File: src/rtl/alu_seq.sv
// alu_seq: registered WIDTH-bit execute unit between register read and write-back.
// Single-cycle ops (pass, add, sub, and, or, xor) complete on the accept edge.
// Multiply iterates one multiplier bit per cycle, LSB first, for WIDTH cycles.
// A persistent flag register is updated only by operations issued with set_flags=1.
//
// Ports:
//   clk, reset_n            clock, synchronous active-low reset
//   in_valid / in_ready     operation handshake (A, B, cntrl, set_flags)
//   out_valid / out_ready   result handshake (result)
//   negative, zero,
//   overflow, carry_out     flag register contents
//
// state | meaning
// IDLE  | output register empty, ready for a new operation
// BUSY  | multiply iterating, input and output both stalled
// HOLD  | result offered on out_valid, waiting for out_ready

module alu_seq #(
    parameter int WIDTH = 64
) (
    input  logic             clk,
    input  logic             reset_n,
    input  logic             in_valid,
    output logic             in_ready,
    input  logic [WIDTH-1:0] A,
    input  logic [WIDTH-1:0] B,
    input  logic [2:0]       cntrl,
    input  logic             set_flags,
    output logic             out_valid,
    input  logic             out_ready,
    output logic [WIDTH-1:0] result,
    output logic             negative,
    output logic             zero,
    output logic             overflow,
    output logic             carry_out
);

    localparam int CW = $clog2(WIDTH + 1);

    typedef enum logic [1:0] {
        IDLE = 2'd0,
        BUSY = 2'd1,
        HOLD = 2'd2
    } state_t;

    state_t state_q, state_d;

    logic                 accept;
    logic                 is_mul;
    logic                 mul_done;

    logic [WIDTH-1:0]     result_q;
    logic                 neg_q, zero_q, ovf_q, cout_q;

    logic [2*WIDTH-1:0]   acc_q;
    logic [2*WIDTH-1:0]   mcand_q;
    logic [WIDTH-1:0]     mplier_q;
    logic [CW-1:0]        cnt_q;
    logic                 mul_sf_q;
    logic [2*WIDTH-1:0]   acc_next;

    logic                 sub_op;
    logic [WIDTH-1:0]     b_op;
    logic [WIDTH:0]       sum_ext;
    logic [WIDTH-1:0]     alu_res;
    logic                 alu_n, alu_z, alu_v, alu_c;

    // out_ready -> in_ready is the only combinational path through the unit.
    always_comb begin
        in_ready = reset_n && ((state_q == IDLE) || ((state_q == HOLD) && out_ready));
        accept   = in_valid && in_ready;
        is_mul   = (cntrl == 3'b111);
        mul_done = (state_q == BUSY) && (cnt_q == CW'(1));
    end

    // Single-cycle ALU. Subtract reuses the adder as A + ~B + 1 so carry_out
    // naturally reads as "no borrow".
    always_comb begin
        sub_op  = (cntrl == 3'b011);
        b_op    = sub_op ? ~B : B;
        sum_ext = {1'b0, A} + {1'b0, b_op} + {{WIDTH{1'b0}}, sub_op};
        alu_res = B;
        alu_v   = 1'b0;
        alu_c   = 1'b0;
        case (cntrl)
            3'b010, 3'b011: begin
                alu_res = sum_ext[WIDTH-1:0];
                alu_c   = sum_ext[WIDTH];
                // Signed overflow: operands agree in sign, sum does not.
                alu_v   = (A[WIDTH-1] == b_op[WIDTH-1]) && (sum_ext[WIDTH-1] != A[WIDTH-1]);
            end
            3'b100:  alu_res = A & B;
            3'b101:  alu_res = A | B;
            3'b110:  alu_res = A ^ B;
            default: alu_res = B;   // 000 pass B, 001 reserved behaves as pass B
        endcase
        alu_n = alu_res[WIDTH-1];
        alu_z = (alu_res == '0);
    end

    // Shift-and-add step: multiplicand shifts left, multiplier shifts right.
    always_comb begin
        acc_next = acc_q + (mplier_q[0] ? mcand_q : '0);
    end

    always_comb begin
        state_d = state_q;
        case (state_q)
            IDLE: begin
                if (accept) state_d = is_mul ? BUSY : HOLD;
            end
            BUSY: begin
                if (mul_done) state_d = HOLD;
            end
            HOLD: begin
                if (accept)         state_d = is_mul ? BUSY : HOLD;
                else if (out_ready) state_d = IDLE;
            end
            default: state_d = IDLE;
        endcase
    end

    always_ff @(posedge clk) begin
        if (!reset_n) state_q <= IDLE;
        else          state_q <= state_d;
    end

    always_ff @(posedge clk) begin
        if (!reset_n) begin
            result_q <= '0;
            neg_q    <= 1'b0;
            zero_q   <= 1'b0;
            ovf_q    <= 1'b0;
            cout_q   <= 1'b0;
            acc_q    <= '0;
            mcand_q  <= '0;
            mplier_q <= '0;
            cnt_q    <= '0;
            mul_sf_q <= 1'b0;
        end else if (accept && !is_mul) begin
            result_q <= alu_res;
            if (set_flags) begin
                neg_q  <= alu_n;
                zero_q <= alu_z;
                ovf_q  <= alu_v;
                cout_q <= alu_c;
            end
        end else if (accept && is_mul) begin
            acc_q    <= '0;
            mcand_q  <= {{WIDTH{1'b0}}, A};
            mplier_q <= B;
            cnt_q    <= CW'(WIDTH);
            mul_sf_q <= set_flags;
        end else if (state_q == BUSY) begin
            acc_q    <= acc_next;
            mcand_q  <= mcand_q << 1;
            mplier_q <= mplier_q >> 1;
            cnt_q    <= cnt_q - CW'(1);
            if (mul_done) begin
                result_q <= acc_next[WIDTH-1:0];
                if (mul_sf_q) begin
                    neg_q  <= acc_next[WIDTH-1];
                    zero_q <= (acc_next[WIDTH-1:0] == '0);
                    ovf_q  <= |acc_next[2*WIDTH-1:WIDTH];
                    cout_q <= 1'b0;
                end
            end
        end
    end

    always_comb begin
        out_valid = (state_q == HOLD);
        result    = result_q;
        negative  = neg_q;
        zero      = zero_q;
        overflow  = ovf_q;
        carry_out = cout_q;
    end

endmodule
File: config.mk
export PLATFORM = sky130hd
export DESIGN_NAME = alu_seq
export DESIGN_NICKNAME = d
export VERILOG_FILES = /design/src/rtl/alu_seq.sv
export SDC_FILE = /design/constraint.sdc
export NUM_CORES = 2
export LEC_CHECK = 0
export ABC_AREA = 1
export CORE_MARGIN = 1.5
export CORE_UTILIZATION = 40
export DETAILED_ROUTE_END_ITERATION = 7
export GPL_TIMING_DRIVEN = 0
export HOLD_SLACK_MARGIN = 0.1
export PLACE_DENSITY = 0.65
export SLEW_MARGIN = 20
export SYNTH_ARGS = -nofsm -noshare
export SYNTH_HDL_FRONTEND = slang
export SYNTH_SLANG_ARGS = --single-unit
File: constraint.sdc
create_clock -name clk -period 9.58 [get_ports clk]
set_clock_uncertainty 0.1 [all_clocks]
set_input_delay 0.958 -clock clk [delete_from_list [all_inputs] [get_ports clk]]
set_output_delay 0.958 -clock clk [all_outputs]
set_load 0.02 [all_outputs]
==> out/qor.yml <==
outcome:
  status: "finished clean"
synth:
  ys_ff_latch: 398
  synth.distinct_cells: 57
  yosysSeqAreaShare: 0.193
  syn_inst: 7286
  syn-cell-area_mm2: 0.0412
  avgSynthCellArea_um2: 5.66
  ys.warnings.count: 0
  synth_edf_count: 0
  yosysMostFrequentCell: "nand2_1"
  synth_top_cell_by_area: "nand2_1"
  async_flop_share: 0
  synth_commonest_cells: "2535 x nand2_1, 1388 x inv_1, 786 x nor2_1"
  synth_flop_cell: "dfxtp_1"
  synth_nets: 7759
  synthTopCellsByArea: "nand2_1 23%, dfxtp_1 19%, inv_1 13%"
  yosys.area.top_type_share: 0.231
detailed_routing:
  postRouteAntennaNets: 0
  wl_um: 231000
  drt_iter0_drc: 5259
  drc: 0
  via_count: 49035
  drt-vias-per-instance: 5.47
  drt_first_pass_iters: 7
  routedWlPerCell_um: 25.7
floorplan:
  chipWidth_um: 324
  dieHeight_um: 324
  dieArea_mm2: 0.105
  ios: 206
  row_count: 117
  initial_core_util: 0.404
  core-area_mm2: 0.102
placement:
  place_congestion: 1.09
  numPortBuffers: 204
  placed_area_mm2: 0.0451
  hpwl_um: 199000
  dp_cells: 8863
final_layout:
  synthToLayoutAreaGrowth_pct: 13.7
  drive_above_1_share: 0.0465
  fin_area_mm2: 0.0469
  fin_util: 0.459
  final_nets: 8021
  finalNonFillerCells: 8965
global_routing:
  grt_start_max_net_pins: 14
  grt_pass1_vias: 45331
  grt_antenna_before_repair: 18
  grt_pass1_wl_um: 317000
  grt-ovfl-total: 0
  track_usage: 0.428
sta:
  setup_tns_ps: 0
  max_freq_ghz: 0.162
  tightestPinTransition_ps: 1240
  rsz0062_at_grt: "false"
  hold_viol: 0
  period_share: 0.646
  maxSlewViolCount: 0
  relSlewSlack: 0.175
  setup_viol: 0
  final.min_clock_period_ps: 6190
setup_path:
  crit_path_end_kind: "flop"
  cp.required_ps: 10010
  startpoint_type: "flop"
  cp.arrival_ps: 6610
  cp_max_fo: 10
  crit_type: "reg -> reg"
clocking:
  post_cts_buffers: 0
  clk_path_buf_depth: 3
  cts_tree: "done"
  tritoncts.num_buffers: 50
  insertion_delay_ps: 670
  cts_sinks: 398
  cts_resized: 0
  cts.hold.buffers_added: 0
  ctsRootBufferMaster: "clkbuf_16"
  htree_levels: 2
  clkTransAtPathRegs_ps: 70
power:
  ir_worst_vdd_v: 0.000243
  power_w: 0.00502
  p_leak_nw: 24.8
  p_per_area_mw_per_mm2: 107
hold_path:
  hold_class: "reg -> reg"
run:
  drv_cap: 0
[layout make-up]
| type | instances | area (um^2) |
|---|---|---|
| inverters | 1423 | 5340 |
| flip-flops and latches | 398 | 7970 |
| clock buffers | 64 | 1410 |
| diodes | 11 | 27.5 |
| multi-input cells | 5266 | 27100 |
| well taps | 1368 | 1710 |
| clock inverters | 26 | 312 |
| fillers | 11566 | 55200 |
| repair buffers | 210 | 2150 |
| plain buffers | 199 | 800 |
[placed cells by master, fill, tap and decap left out, drive strengths merged, types with 22 or more instances in the layout]
cell type / synthesis / final
clkbuf: 151 / 215
nor2: 851 / 851
inv: 1421 / 1425
nand4: 74 / 74
xor2: 66 / 66
nor3: 69 / 69
buf: 48 / 54
nand2: 2570 / 2570
o21bai: 26 / 26
o2111a: 27 / 27
dfxtp: 398 / 398
clkdlybuf4s50: 0 / 204
a21oi: 376 / 376
o22ai: 22 / 22
xnor2: 58 / 58
ha: 335 / 335
a22o: 22 / 22
o21ai: 95 / 95
nand3: 303 / 303
nand3b: 30 / 30
or2: 49 / 49
a221oi: 221 / 221
[metrics by stage]
| step | setup slack, ps | hold WS (ps) |
|---|---|---|
| finish | 3390 | 370 |
| global route | 3440 | 382 |
| CTS | 3570 | 356 |
| detailed placement | 3110 | 346 |
| global placement | 2710 | 336 |
| floorplan | 5820 | 324 |
[worst max-delay path, cell delays in order (launching register included)]
cell and delay (ps):
dfxtp_1 480, clkbuf_2 460, clkbuf_1 890, nand2_1 210, inv_1 110, ha_1 260, fa_1 410, nand3_2 190
nand3_2 230, nand2_1 100, nand2_2 230, nand2_1 110, nand2_2 170, nand2_1 70, nand2_1 180, nand2_1 110
nand3_1 100, nand2_1 130, nor2_1 170, nand2_1 100, nor2_1 150, nand2_1 170, nor2_1 410, nand3_1 270
nand2_1 140, a21oi_1 70
[sequential cells by signal, indices dropped and copies added, names as in the netlist]
register   cells
acc_q        128
carry_out      1
cnt_q          7
mcand_q      128
mplier_q      64
mul_sf_q       1
negative       1
overflow       1
result        64
state_q        2
zero           1
[routing by layer]
| metal | track usage | part of all wire |
|---|---|---|
| met1 | 0.528 | 0.41 |
| met2 | 0.658 | 0.42 |
| met3 | 0.0918 | 0.090 |
| met4 | 0.306 | 0.082 |
| met5 | 0 | 0.000039 |
[cell families after synthesis]
group,share of synthesized area
AO/OA/AOI/OAI,0.134
adder cells (fa/ha/maj),0.103
XOR/XNOR,0.0263
AND/OR/NAND/NOR,0.395
buffers and inverters,0.148
flip-flops,0.193
[power breakdown]
part           switching [W]  total [W]  internal (W)  leakage, nW
registers          0.0000376    0.00173       0.00170         3.22
clock network       0.000870    0.00205       0.00118        0.835
logic               0.000878    0.00123      0.000356         20.7
total                0.00179    0.00502       0.00323         24.8
[path summary, 6_finish.rpt]
check,start,to,slack [ps],depth (start not counted)
max,mplier_q[0]$_SDFFE_PN0P_,overflow$_SDFFE_PN0P_,3390,25
min,acc_q[29]$_SDFFE_PN0P_,acc_q[29]$_SDFFE_PN0P_,370,2
min reg2reg,acc_q[29]$_SDFFE_PN0P_,acc_q[29]$_SDFFE_PN0P_,370,2
max reg2reg,mplier_q[0]$_SDFFE_PN0P_,overflow$_SDFFE_PN0P_,3390,25
Note: power is estimated with default switching activity, not from simulation.
